File: src/rtl/wb_arb_pkg.sv
// wb_arb_pkg: shared types and constants for the write-back arbiter slice.
package wb_arb_pkg;

  localparam int ZERO_REG_DEFAULT = 31;

  typedef enum logic {
    GNT_SRC0 = 1'b0,
    GNT_SRC1 = 1'b1
  } grant_t;

  typedef logic [4:0] reg_idx_t;

endpackage

File: src/rtl/mux128_64.sv
// mux128_64: 64-bit 2:1 result mux cell; sel=1 passes inOne, sel=0 passes inZero.
module mux128_64 (
  input  logic [63:0] inOne,
  input  logic [63:0] inZero,
  input  logic        sel,
  output logic [63:0] muxOut
);

  assign muxOut = sel ? inOne : inZero;

endmodule

File: src/rtl/wb_arbiter.sv
// wb_arbiter: round-robin arbiter between the EX result path (src0) and the
// slow path (src1) for the single register-file write port. The winner is
// registered into one output stage with a valid/ready handshake.
// Optional feature: define WB_ARB_CONFLICT_CNT_EN to add the saturating
// conflict_cnt port counting cycles where both sources compete for a free stage.
module wb_arbiter
  import wb_arb_pkg::*;
#(
  parameter int REG_W    = 5,
  parameter int ZERO_REG = ZERO_REG_DEFAULT,
  parameter int CNT_W    = 16
) (
  input  logic             clk,
  input  logic             reset,
  input  logic             src0_valid,
  input  logic [63:0]      src0_data,
  input  logic [REG_W-1:0] src0_rd,
  output logic             src0_ready,
  input  logic             src1_valid,
  input  logic [63:0]      src1_data,
  input  logic [REG_W-1:0] src1_rd,
  output logic             src1_ready,
  output logic             wb_valid,
  input  logic             wb_ready,
  output logic             wb_we,
  output logic [REG_W-1:0] wb_rd,
  output logic [63:0]      wb_data,
  output logic             wb_sel
`ifdef WB_ARB_CONFLICT_CNT_EN
  ,
  output logic [CNT_W-1:0] conflict_cnt
`endif
);

  localparam logic [REG_W-1:0] ZERO_IDX = REG_W'(ZERO_REG);

  grant_t             last_grant;
  grant_t             grant;
  logic               any_valid;
  logic               can_load;
  logic [63:0]        mux_data;
  logic [REG_W-1:0]   sel_rd;

  assign any_valid = src0_valid || src1_valid;
  assign can_load  = !wb_valid || wb_ready;

  // Pick the winner: a lone requester always wins, a conflict goes to whoever did not win last
  always_comb begin
    grant = last_grant;
    if (src0_valid && src1_valid) begin
      grant = (last_grant == GNT_SRC0) ? GNT_SRC1 : GNT_SRC0;
    end else if (src1_valid) begin
      grant = GNT_SRC1;
    end else if (src0_valid) begin
      grant = GNT_SRC0;
    end
  end

  assign wb_sel     = (grant == GNT_SRC1);
  assign src0_ready = can_load && any_valid && !wb_sel;
  assign src1_ready = can_load && any_valid && wb_sel;
  assign sel_rd     = wb_sel ? src1_rd : src0_rd;
  assign wb_we      = wb_valid && (wb_rd != ZERO_IDX);

  mux128_64 u_mux (
    .inOne  (src1_data),
    .inZero (src0_data),
    .sel    (wb_sel),
    .muxOut (mux_data)
  );

  // Output stage: load the winner when the stage is free, hold everything under backpressure
  always_ff @(posedge clk or negedge reset) begin
    if (!reset) begin
      wb_valid   <= 1'b0;
      wb_rd      <= '0;
      wb_data    <= '0;
      last_grant <= GNT_SRC1;
    end else if (can_load) begin
      wb_valid <= any_valid;
      if (any_valid) begin
        wb_rd      <= sel_rd;
        wb_data    <= mux_data;
        last_grant <= grant;
      end
    end
  end

`ifdef WB_ARB_CONFLICT_CNT_EN
  // Count cycles where both sources compete for a free stage, sticking at all-ones
  always_ff @(posedge clk or negedge reset) begin
    if (!reset) begin
      conflict_cnt <= '0;
    end else if (src0_valid && src1_valid && can_load && (conflict_cnt != '1)) begin
      conflict_cnt <= conflict_cnt + 1'b1;
    end
  end
`endif

`ifndef SYNTHESIS
  // A source must keep offering its result until it has been accepted
  property p_src0_hold;
    @(posedge clk) disable iff (!reset) (src0_valid && !src0_ready) |=> src0_valid;
  endproperty
  property p_src1_hold;
    @(posedge clk) disable iff (!reset) (src1_valid && !src1_ready) |=> src1_valid;
  endproperty
  a_src0_hold : assert property (p_src0_hold);
  a_src1_hold : assert property (p_src1_hold);
`endif

endmodule

File: config.mk
export PLATFORM = sky130hd
export DESIGN_NAME = wb_arbiter
export DESIGN_NICKNAME = d
export VERILOG_FILES = /design/src/rtl/wb_arb_pkg.sv /design/src/rtl/mux128_64.sv /design/src/rtl/wb_arbiter.sv
export SDC_FILE = /design/constraint.sdc
export NUM_CORES = 1
export LEC_CHECK = 0
export BUFFER_PORTS_ARGS = -buffer_cell sky130_fd_sc_hd__buf_2
export CORE_UTILIZATION = 44
export DETAILED_ROUTE_END_ITERATION = 16
export GPL_ROUTABILITY_DRIVEN = 0
export PLACE_DENSITY_LB_ADDON = 0.2
export SLEW_MARGIN = 25
export SYNTH_ARGS = -nofsm -noshare
export SYNTH_HDL_FRONTEND = slang
export SYNTH_SLANG_ARGS = --single-unit
File: constraint.sdc
create_clock -name clk -period 2.19 [get_ports clk]
set_clock_uncertainty 0.2 [all_clocks]
set_input_delay 0.219 -clock clk [delete_from_list [all_inputs] [get_ports clk]]
set_output_delay 0.219 -clock clk [all_outputs]
set_load 0.05 [all_outputs]
Yosys cells after proc, flatten, opt, wreduce, memory -nomap -nowiden
Index checks and enable logic that the tools add are counted.
{"block": "totals", "regBits": 71, "in_bits": 143, "output_inout_bits": 74, "wordCells": 21}
{"block": "op_classes", "n_eq_ne": 1, "n_mux": 6, "n_reduce_logical": 10}
{"cell": "two-way mux 64 bit", "n": 1}
{"cell": "logical AND 1 bit", "n": 5}
{"cell": "two-way mux 5 bit", "n": 1}
{"cell": "inequality test 5 bit, second input constant", "n": 1}
{"cell": "two-way mux 1 bit", "n": 4}
{"cell": "logical NOT 1 bit", "n": 2}
{"cell": "logical OR 1 bit", "n": 2}
{"cell": "AND reduction 2 bit", "n": 1}

Longest topological paths before layout
Gate-level depths: netlist of the first run.
{"block": "depth", "depth_word": 5, "ltp_mapped": 7, "mapped_depth_nobuf": 3}

Modules after synthesis
Synthesis of the first run repeated with hierarchy kept, for this count alone.
{"block": "unflattened", "hier_cells": 253, "area_unflattened_um2": 4033.9}
{"module": "wb_arbiter", "instances": 1, "cells_each": 182, "area_per_inst_um2": 2956.6, "seq_area_each_um2": 1778.0}
{"module": "mux128_64", "instances": 1, "cells_each": 71, "area_per_inst_um2": 1077.3, "seq_area_each_um2": 0.0}

Least setup slack after synthesis of the first run
Ideal clock, no wire load.
{"block": "synth_timing", "kind": "register to output", "startpoint": "register wb_valid", "endpoint": "output port src0_ready", "t_arrival_ps": 2138, "required_time_ps": 1771, "path_slack_ps": -367, "stages_incl_launch_ff": 6, "n_path_buf": 2, "cell_sequence": "dfrtp_1 nand2b_1 clkbuf_1 clkbuf_1 nand2_1 a21oi_1"}
{"block": "synth_between", "elab_chain_len": 4}
{"element": "start: declaration", "line": "wb_arbiter.sv:23", "rtl": "output logic wb_valid,"}
{"element": "start signal: assignment", "line": "wb_arbiter.sv:80", "rtl": "wb_valid <= any_valid;"}
{"element": "logical NOT 1 bit", "line": "wb_arbiter.sv:45", "rtl": "assign can_load = !wb_valid || wb_ready;"}
{"element": "logical OR 1 bit", "line": "wb_arbiter.sv:45"}
{"element": "logical AND 1 bit (2 in series)", "line": "wb_arbiter.sv:60", "rtl": "assign src0_ready = can_load && any_valid && !wb_sel;"}
{"element": "end: declaration", "line": "wb_arbiter.sv:18", "rtl": "output logic src0_ready,"}
Every way passes these cells.

Final worst setup path of the first run
{"block": "layout_timing", "startpoint": "register last_grant", "endpoint": "output port src1_ready"}
{"block": "layout_between", "elab_chain_len": 4, "elab_cells_between_ends": 5, "classes_between": "mux (4); reduce/logical (1)"}
{"element": "start: declaration", "line": "wb_arbiter.sv:37", "rtl": "grant_t last_grant;"}
{"element": "start signal: assignment", "line": "wb_arbiter.sv:84", "rtl": "last_grant <= grant;"}
{"element": "two-way mux 1 bit", "line": "wb_arbiter.sv:54", "rtl": "end else if (src0_valid) begin"}
{"element": "two-way mux 1 bit", "line": "wb_arbiter.sv:52", "rtl": "end else if (src1_valid) begin"}
{"element": "two-way mux 1 bit (*)", "line": "wb_arbiter.sv:50", "rtl": "if (src0_valid && src1_valid) begin"}
{"element": "logical AND 1 bit (*)", "line": "wb_arbiter.sv:61", "rtl": "assign src1_ready = can_load && any_valid && wb_sel;"}
{"element": "end: declaration", "line": "wb_arbiter.sv:22", "rtl": "output logic src1_ready,"}
Mark *: on every way between the ends. The rest lies on a longest branch, timed or not.

==> impl_metrics.json, run 1 <==
{
  "outcome": "finished clean",
  "wl_per_cell_um": 18.12,
  "seq_area_frac_synth": 0.4880,
  "setup_viol": 0,
  "drive_gt1_frac": 0.3560,
  "grt_antenna_before_repair": 0,
  "yosys_warnings": 0,
  "grt_max_degree": 72,
  "fin_crit_sh": 0.9484,
  "track_usage": 0.3607,
  "post-route-drc-count": 0,
  "die_y_um": 93,
  "synth_most_common_cell": "a21oi_1",
  "nFillCells": 468,
  "clk_pin_slew_ps": 70,
  "async_flop_share": 1.000,
  "setup_tns_ps": 0,
  "rsz0062_at_grt": "false",
  "ys_types": 20,
  "fmax_ghz": 0.4815,
  "cts.sinks": 71,
  "routed_wl_um": 15440,
  "n_antenna_cell": 0,
  "critical_path_class": "reg -> out",
  "ant_nets": 0,
  "grt_remaining_overflow": 0,
  "row_count": 32,
  "cts_buffers": 9,
  "multi_input_area_um2": 1663,
  "cts_tree": "yes",
  "worstSetupEndpointType": "output pin",
  "power_density_nw_per_um2": 835.7,
  "cts_root_buf": "clkbuf_8",
  "critPathLaunchType": "flip-flop",
  "grt_pass1_wl_um": 24540,
  "synth_top_area_cell": "dfrtp_1",
  "hp-class": "in -> reg",
  "syn_area_um2": 3643,
  "cts_buffer_depth": 2,
  "synthTopCellsByArea": "dfrtp_1, a31oi_1, a21oi_1, nand3_1, o21ai_0",
  "avgSynthCellArea_um2": 8.696,
  "dp_slack_ps": 172.5,
  "cp_max_fo": 22,
  "vias": 5108,
  "first_pass_iters": 6,
  "final_net_count": 888,
  "crit_arrival_ps": 1660,
  "cpPeakStageDelay_ps": 650,
  "dpl_cell_area_um2": 4836,
  "htreeDepth": 3,
  "synth_common_cells": "a21oi_1, dfrtp_1, nand3_1, o21ai_0, a31oi_1",
  "grt_pass1_vias": 5077,
  "synth-edff-count": 0,
  "final-seq-area_um2": 1778,
  "syn-instance-count": 419,
  "initialDrtViolationCount": 337,
  "viasPerCell": 5.995,
  "holdWs_ps": 16.52,
  "required_ps": 1770,
  "tightest_slew_ps": 856.5,
  "crit_chain": "nand2_4, and3_2, buf_2",
  "cap_violations": 0,
  "die_w_um": 93,
  "die-area_um2": 8649,
  "ys_ff_latch": 71,
  "fin_ws_ps": 113.1,
  "yosysTopAreaCellShare": 0.4808,
  "initial_utilization": 0.4619,
  "portBuffers": 216,
  "critPathSlowestCell": "dfstp_2",
  "fin_area_um2": 6400,
  "leakage_nw": 2.873,
  "slew_headroom": 0.4284,
  "clk_latency_ps": 330,
  "hold_viol": 0,
  "synthFlopType": "dfrtp_1",
  "crit_buf_inv": 1,
  "dpl.hpwl_um": 8135,
  "core_area_um2": 7888,
  "irDropWorstVdd_uv": 453.2,
  "crit_family": "flip-flops",
  "top_level_ports": 217,
  "syn_nets": 562,
  "period_needed_ps": 2077,
  "area_growth_pct": 75.65,
  "slew_viol_final": 0
}
==> power breakdown <==
part	switching [W]	leakage, nW	internal [W]	total, W
Clock	0.000476	0.100	0.000553	0.00103
Sequential	0.000178	0.797	0.00159	0.00176
Combinational	0.00179	1.98	0.000766	0.00255
Total	0.00244	2.87	0.00290	0.00535
==> worst reg2reg max path, stage by stage (launching register included) <==
cell and delay, ps:
dfstp_2 430, nor2_4 420, buf_4 370, o21ai_0 150, a31oi_1 200
==> cells in the final DEF (no fill, tap or decap), types with 2 or more instances in the layout <==
master	synthesis	final
nand3_1	70	70
dlygate4sd3_1	0	136
clkinv_2	0	3
and2_4	1	2
buf_4	0	10
clkbuf_1	40	2
dfrtp_1	70	70
nand2_1	3	2
buf_2	10	216
a31oi_1	60	60
buf_12	0	6
clkbuf_8	0	10
a21oi_1	71	70
or2_2	0	2
a31oi_2	10	10
o21ai_0	69	69
==> layer usage <==
| layer | share of wire | wire length [µm] | GRT usage | vias to the layer above |
|---|---|---|---|---|
| li1 | - | - | - | 2220 |
| met1 | 0.36 | 5508 | 0.4396 | 2353 |
| met2 | 0.48 | 7460 | 0.5925 | 442 |
| met3 | 0.10 | 1612 | 0.07398 | 93 |
| met4 | 0.055 | 855 | 0.2090 | 0 |
| met5 | 0 | 0 | 0 | - |
==> logic make-up after synthesis <==
kind of cell,synth area share
AOI/OAI and AO/OA,0.3317
DFF,0.4880
buffers and inverters,0.06627
and+or+nand+nor,0.1140
==> flip-flops by register name (all words and copies together), names as in the netlist <==
| name | flops |
|---|---|
| wb_data | 64 |
| wb_rd | 5 |
| last_grant | 1 |
| wb_valid | 1 |
==> metrics by stage <==
step                utilization  instances  power (W)
floorplan                     -        419   0.003407
global placement         0.6131        699   0.004040
detailed placement       0.6131        699   0.004074
CTS                      0.8098        851   0.005281
global route             0.8114        852   0.005591
finish                   0.8114        852   0.005348
==> worst paths after layout <==
| check | from | to | slack [ps] | depth (start not counted) |
|---|---|---|---|---|
| min | src0_data[48] | wb_data[48] | 20 | 3 |
| min reg2reg | wb_data[56] | wb_data[56] | 350 | 2 |
| max reg2reg | last_grant | wb_data[24] | 340 | 4 |
| max in group asynchronous | reset | last_grant | 1200 | 3 |
| max | last_grant | src1_ready | 110 | 3 |
| min in group asynchronous | reset | wb_data[7] | 230 | 3 |
==> final cells by class <==
| type | count | area share |
|---|---|---|
| sequential | 71 | 0.2778 |
| inverter | 1 | 0.0005865 |
| multi-input combinational | 294 | 0.2598 |
| timing repair buffer | 368 | 0.4121 |
| tap | 102 | 0.01994 |
| clock buffer | 12 | 0.02268 |
| clock inverter | 4 | 0.007038 |
==> repair_timing <==
action,CTS,global route
buffers inserted,0,0
hold endpoints to repair,140,0
gates resized for setup,0,2
hold buffers,136,0
endpoints found under the setup margin,0,10
Note: power is estimated with default switching activity, not from simulation.
==> run 2: changes to the inputs <==
CORE_UTILIZATION = 45   (was 44)
HOLD_SLACK_MARGIN = 0.1   (was unset)
MAX_ROUTING_LAYER = met4   (was unset)
SYNTH_HIERARCHICAL = 1   (was unset)
==> run 2 against run 1 <==
Against the previous run:
- the flow now stops in 4_1_cts
- area after synthesis increased by 11%
- synthesized cell count decreased by 40%
==> impl_metrics.json, run 2 <==
{
  "outcome": "stopped before the end",
  "haltStage": "4_1_cts",
  "error": "[ERROR RSZ-0060] Max buffer count reached.",
  "htreeDepth": 3,
  "dp.cells": 572,
  "top_level_ports": 217,
  "initial_utilization": 0.4626,
  "synthTopCellsByArea": "dfrtp_1, mux2_4, mux2_1, buf_12, mux2_2",
  "avgSynthCellArea_um2": 15.94,
  "syn_nets": 396,
  "synthFlopType": "dfrtp_1",
  "die_y_um": 96.68,
  "portBuffers": 216,
  "cts_resized": 0,
  "yosysTopAreaCellShare": 0.4342,
  "synth-edff-count": 0,
  "die_w_um": 96.68,
  "yosys_warnings": 6,
  "ctsHoldBuffers": 119,
  "cts_buffer_depth": 2,
  "syn-instance-count": 253,
  "synth_most_common_cell": "mux2_4",
  "cts_buffers": 9,
  "synth_common_cells": "mux2_4, dfrtp_1, mux2_1, buf_12, nand3_1",
  "synth_top_area_cell": "dfrtp_1",
  "dpl_cell_area_um2": 5251,
  "cts.sinks": 71,
  "ys_ff_latch": 71,
  "syn_area_um2": 4034,
  "dpl.hpwl_um": 6879,
  "cts_root_buf": "clkbuf_8",
  "row_count": 34,
  "ys_types": 24,
  "async_flop_share": 1.000,
  "cts_setup_buffers": 3,
  "seq_area_frac_synth": 0.4408
}
==> run 2: cell types whose count changed after synthesis, moves of 2 or more <==
cell      previous run  this run
o21ai_0             69         5
mux2_4               0        91
clkbuf_1            40         1
mux2_1               0        34
nand3_1             70         6
buf_4                0         3
a21oi_1             71         5
buf_8                0         2
a31oi_2             10         0
a31oi_1             60         5
buf_12               0         9
mux2_2               0         4
buf_2               10         0
==> run 2: cells by family after synthesis <==
kind of cell,synth area share
buffers and inverters,0.06700
AOI/OAI and AO/OA,0.02202
muxes,0.4448
and+or+nand+nor,0.02544
DFF,0.4408
==> run 2: metrics by stage <==
step           setup TNS (ps)  setup WS, ps    util
2_1_floorplan           -1851        -40.29       -
3_3_place_gp                0         34.01  0.6022
3_5_place_dp           -27.40        -8.999  0.6022
==> run 3: changes to the inputs <==
CORE_UTILIZATION = 30   (was 45)
HOLD_SLACK_MARGIN = unset   (was 0.1)
MAX_ROUTING_LAYER = unset   (was met4)
PLACE_DENSITY_LB_ADDON = 0.15   (was 0.2)
==> run 3 against run 2 <==
Against the previous run:
- the run now ends clean
- synthesized cell count unchanged
- area after synthesis is the same
==> impl_metrics.json, run 3 <==
{
  "fin_crit_sh": 0.9544,
  "n_antenna_cell": 0,
  "yosys_warnings": 6,
  "core_area_um2": 12880,
  "fin_ws_ps": 99.87,
  "ant_nets": 0,
  "nFillCells": 1204,
  "synthTopCellsByArea": "dfrtp_1, mux2_4, mux2_1, buf_12, mux2_2",
  "row_count": 41,
  "final_cell_mix": "buf_2, mux2_4, dfrtp_1",
  "fmax_ghz": 0.4784,
  "cts_buffer_depth": 2,
  "final_net_count": 633,
  "drive_gt1_frac": 0.7515,
  "cts.sinks": 71,
  "worstSetupEndpointType": "output pin",
  "async_flop_share": 1.000,
  "first_pass_iters": 4,
  "synthFlopType": "dfrtp_1",
  "portBuffers": 216,
  "slew_viol_final": 0,
  "ys_types": 24,
  "power_frac_clock": 0.184,
  "cts_tree": "yes",
  "cap_violations": 0,
  "syn_area_um2": 4034,
  "rsz0062_at_grt": "false",
  "clk_latency_ps": 330,
  "power_density_nw_per_um2": 1295,
  "dpl.hpwl_um": 7272,
  "cts_setup_buffers": 0,
  "initialDrtViolationCount": 96,
  "p_sw_w": 0.003203,
  "critPathLaunchType": "flip-flop",
  "routed_wl_um": 9759,
  "synth_common_cells": "mux2_4, dfrtp_1, mux2_1, buf_12, nand3_1",
  "ys_ff_latch": 71,
  "swShare": 0.4287,
  "critical_path_class": "reg -> out",
  "slew_headroom": 0.6702,
  "reg_top3": "wb_data x64, wb_rd x5",
  "irDropWorstVdd_uv": 594.4,
  "largest-register": "wb_data",
  "grt_pass1_wl_um": 15840,
  "yosysTopAreaCellShare": 0.4342,
  "crit_arrival_ps": 1670,
  "final-seq-area_um2": 1778,
  "area_growth_pct": 43.02,
  "die_w_um": 118.0,
  "p_int_w": 0.004267,
  "synth_most_common_cell": "mux2_4",
  "top_level_ports": 217,
  "setup_viol": 0,
  "dp_slack_ps": 100.9,
  "final_common_cell": "buf_2",
  "period_needed_ps": 2090,
  "synth_top_area_cell": "dfrtp_1",
  "initial_utilization": 0.3133,
  "vias": 2954,
  "syn_nets": 396,
  "finish.utilization": 0.4481,
  "htreeDepth": 3,
  "hold_viol": 0,
  "comb_power_share": 0.550,
  "largest_reg_flops": 64,
  "die_y_um": 118.0,
  "grt_pass1_vias": 3038,
  "cts_root_buf": "clkbuf_16",
  "track_usage": 0.1450,
  "hp-class": "in -> reg",
  "avgSynthCellArea_um2": 15.94,
  "cts_buffers": 9,
  "post-route-drc-count": 0,
  "multi_input_area_um2": 2095,
  "required_ps": 1770,
  "syn-instance-count": 253,
  "seq_area_frac_synth": 0.4408,
  "cp_max_fo": 25,
  "tightest_slew_ps": 494.7,
  "grt_max_degree": 37,
  "r2r_slack_ps": 110,
  "viasPerCell": 4.429,
  "clk_pin_slew_ps": 50,
  "outcome": "finished clean",
  "seqPwrFrac": 0.266,
  "leakage_nw": 3.060,
  "synth-edff-count": 0,
  "die-area_um2": 13910,
  "grt_antenna_before_repair": 0,
  "wl_per_cell_um": 14.63,
  "grt_remaining_overflow": 0
}
## run 3: metal layers
layer / wire length, µm / vias to the layer above / GRT usage
met5: 0 / - / 0
met4: 190 / 0 / 0.06330
met3: 702 / 14 / 0.03682
met2: 4572 / 150 / 0.2338
met1: 4293 / 1400 / 0.1825
li1: - / 1390 / -
## run 3: layout make-up
cell class,instances,area share
multi-input cells,164,0.3630
flip-flops and latches,71,0.3082
repair buffers,244,0.2425
clock buffers,15,0.04815
well taps,172,0.03730
clock inverters,1,0.0008675
## run 3: through the flow
step | setup TNS, ps | power, W | hold slack, ps | instance area (µm²) | cells
after CTS | 0 | 0.007563 | 16.82 | 5767 | 667
final | 0 | 0.007470 | 32.28 | 5769 | 667
after floorplan | -1851 | 0.005286 | -276.6 | 4155 | 253
after detailed placement | 0 | 0.006088 | 18.33 | 5374 | 640
after global placement | 0 | 0.006062 | 18.82 | 5374 | 640
after global routing | 0 | 0.007824 | 28.72 | 5769 | 667
## run 3: cell families after synthesis
logic type	count (synthesis)	share of synthesized area
and+or+nand+nor	19	0.02544
muxes	129	0.4448
DFF	71	0.4408
buffers and inverters	18	0.06700
AOI/OAI and AO/OA	16	0.02202
## run 3: timing repair
item / 4_1_cts / 5_1_grt
endpoints found under the setup margin: 0 / 1
gates resized for setup: 0 / 2
hold buffers: 11 / 0
hold endpoints to repair: 40 / 0
## run 3: worst paths after layout
| path | start | endpoint | depth (start not counted) |
|---|---|---|---|
| max | last_grant | src0_ready | 5 |
| min | src0_data[1] | wb_data[1] | 3 |
| max reg2reg | last_grant | wb_data[54] | 6 |
| min reg2reg | wb_data[61] | wb_data[61] | 1 |
| max in group asynchronous | reset | last_grant | 3 |
| min in group asynchronous | reset | wb_data[53] | 2 |
## run 3: worst max-delay path, cell delays in order (launching register included)
cell	delay [ps]
dfstp_2	560
and2_1	190
nor2_4	70
buf_12	180
nor2_2	110
clkbuf_4	230
## run 3: power groups by stage
stage          logic (W)  clock network [W]  registers [W]
6_report         0.00411            0.00137        0.00199
2_1_floorplan    0.00182                  0        0.00346
4_1_cts          0.00414            0.00143        0.00199
5_1_grt          0.00428            0.00150        0.00204
3_3_place_gp     0.00405                  0        0.00201
3_5_place_dp     0.00408                  0        0.00200
==> run 4: changes to the inputs <==
BUFFER_PORTS_ARGS = unset   (was -buffer_cell sky130_fd_sc_hd__buf_2)
DONT_BUFFER_PORTS = 1   (was unset)
==> run 4 against run 3 <==
Against the previous run:
- the run now fails in 4_1_cts
- area after synthesis is the same
- synthesized cell count unchanged
==> impl_metrics.json, run 4 <==
{
  "die_y_um": 118.0,
  "cts.sinks": 71,
  "synthTopCellsByArea": "dfrtp_1, mux2_4, mux2_1, buf_12, mux2_2",
  "cts_buffer_depth": 2,
  "cts_resized": 0,
  "cts_setup_buffers": 1,
  "yosysTopAreaCellShare": 0.4342,
  "ctsHoldBuffers": 101,
  "haltStage": "4_1_cts",
  "synth_most_common_cell": "mux2_4",
  "portBuffers": 0,
  "cts_root_buf": "clkbuf_16",
  "syn_nets": 396,
  "dp_slack_ps": 50.51,
  "synthFlopType": "dfrtp_1",
  "dpl.hpwl_um": 6038,
  "ys_types": 24,
  "cts_buffers": 9,
  "dp.cells": 420,
  "error": "[ERROR RSZ-0060] Max buffer count reached.",
  "synth_common_cells": "mux2_4, dfrtp_1, mux2_1, buf_12, nand3_1",
  "top_level_ports": 217,
  "die_w_um": 118.0,
  "seq_area_frac_synth": 0.4408,
  "outcome": "stopped before the end",
  "syn-instance-count": 253,
  "avgSynthCellArea_um2": 15.94,
  "row_count": 41,
  "async_flop_share": 1.000,
  "htreeDepth": 3,
  "synth_top_area_cell": "dfrtp_1",
  "ys_ff_latch": 71,
  "syn_area_um2": 4034,
  "synth-edff-count": 0,
  "initial_utilization": 0.3133,
  "yosys_warnings": 6
}
run 4: kinds of logic after synthesis:
family / Yosys count / share of synthesized area
mux: 129 / 0.4448
flops: 71 / 0.4408
simple gates: 19 / 0.02544
buf+inv: 18 / 0.06700
compound gates: 16 / 0.02202
run 4: per-stage QoR:
stage	setup TNS (ps)	hold slack (ps)	instance area (µm²)
after floorplan	-1851	-276.6	4155
after global placement	0	-275.2	4235
after detailed placement	0	-275.2	4235
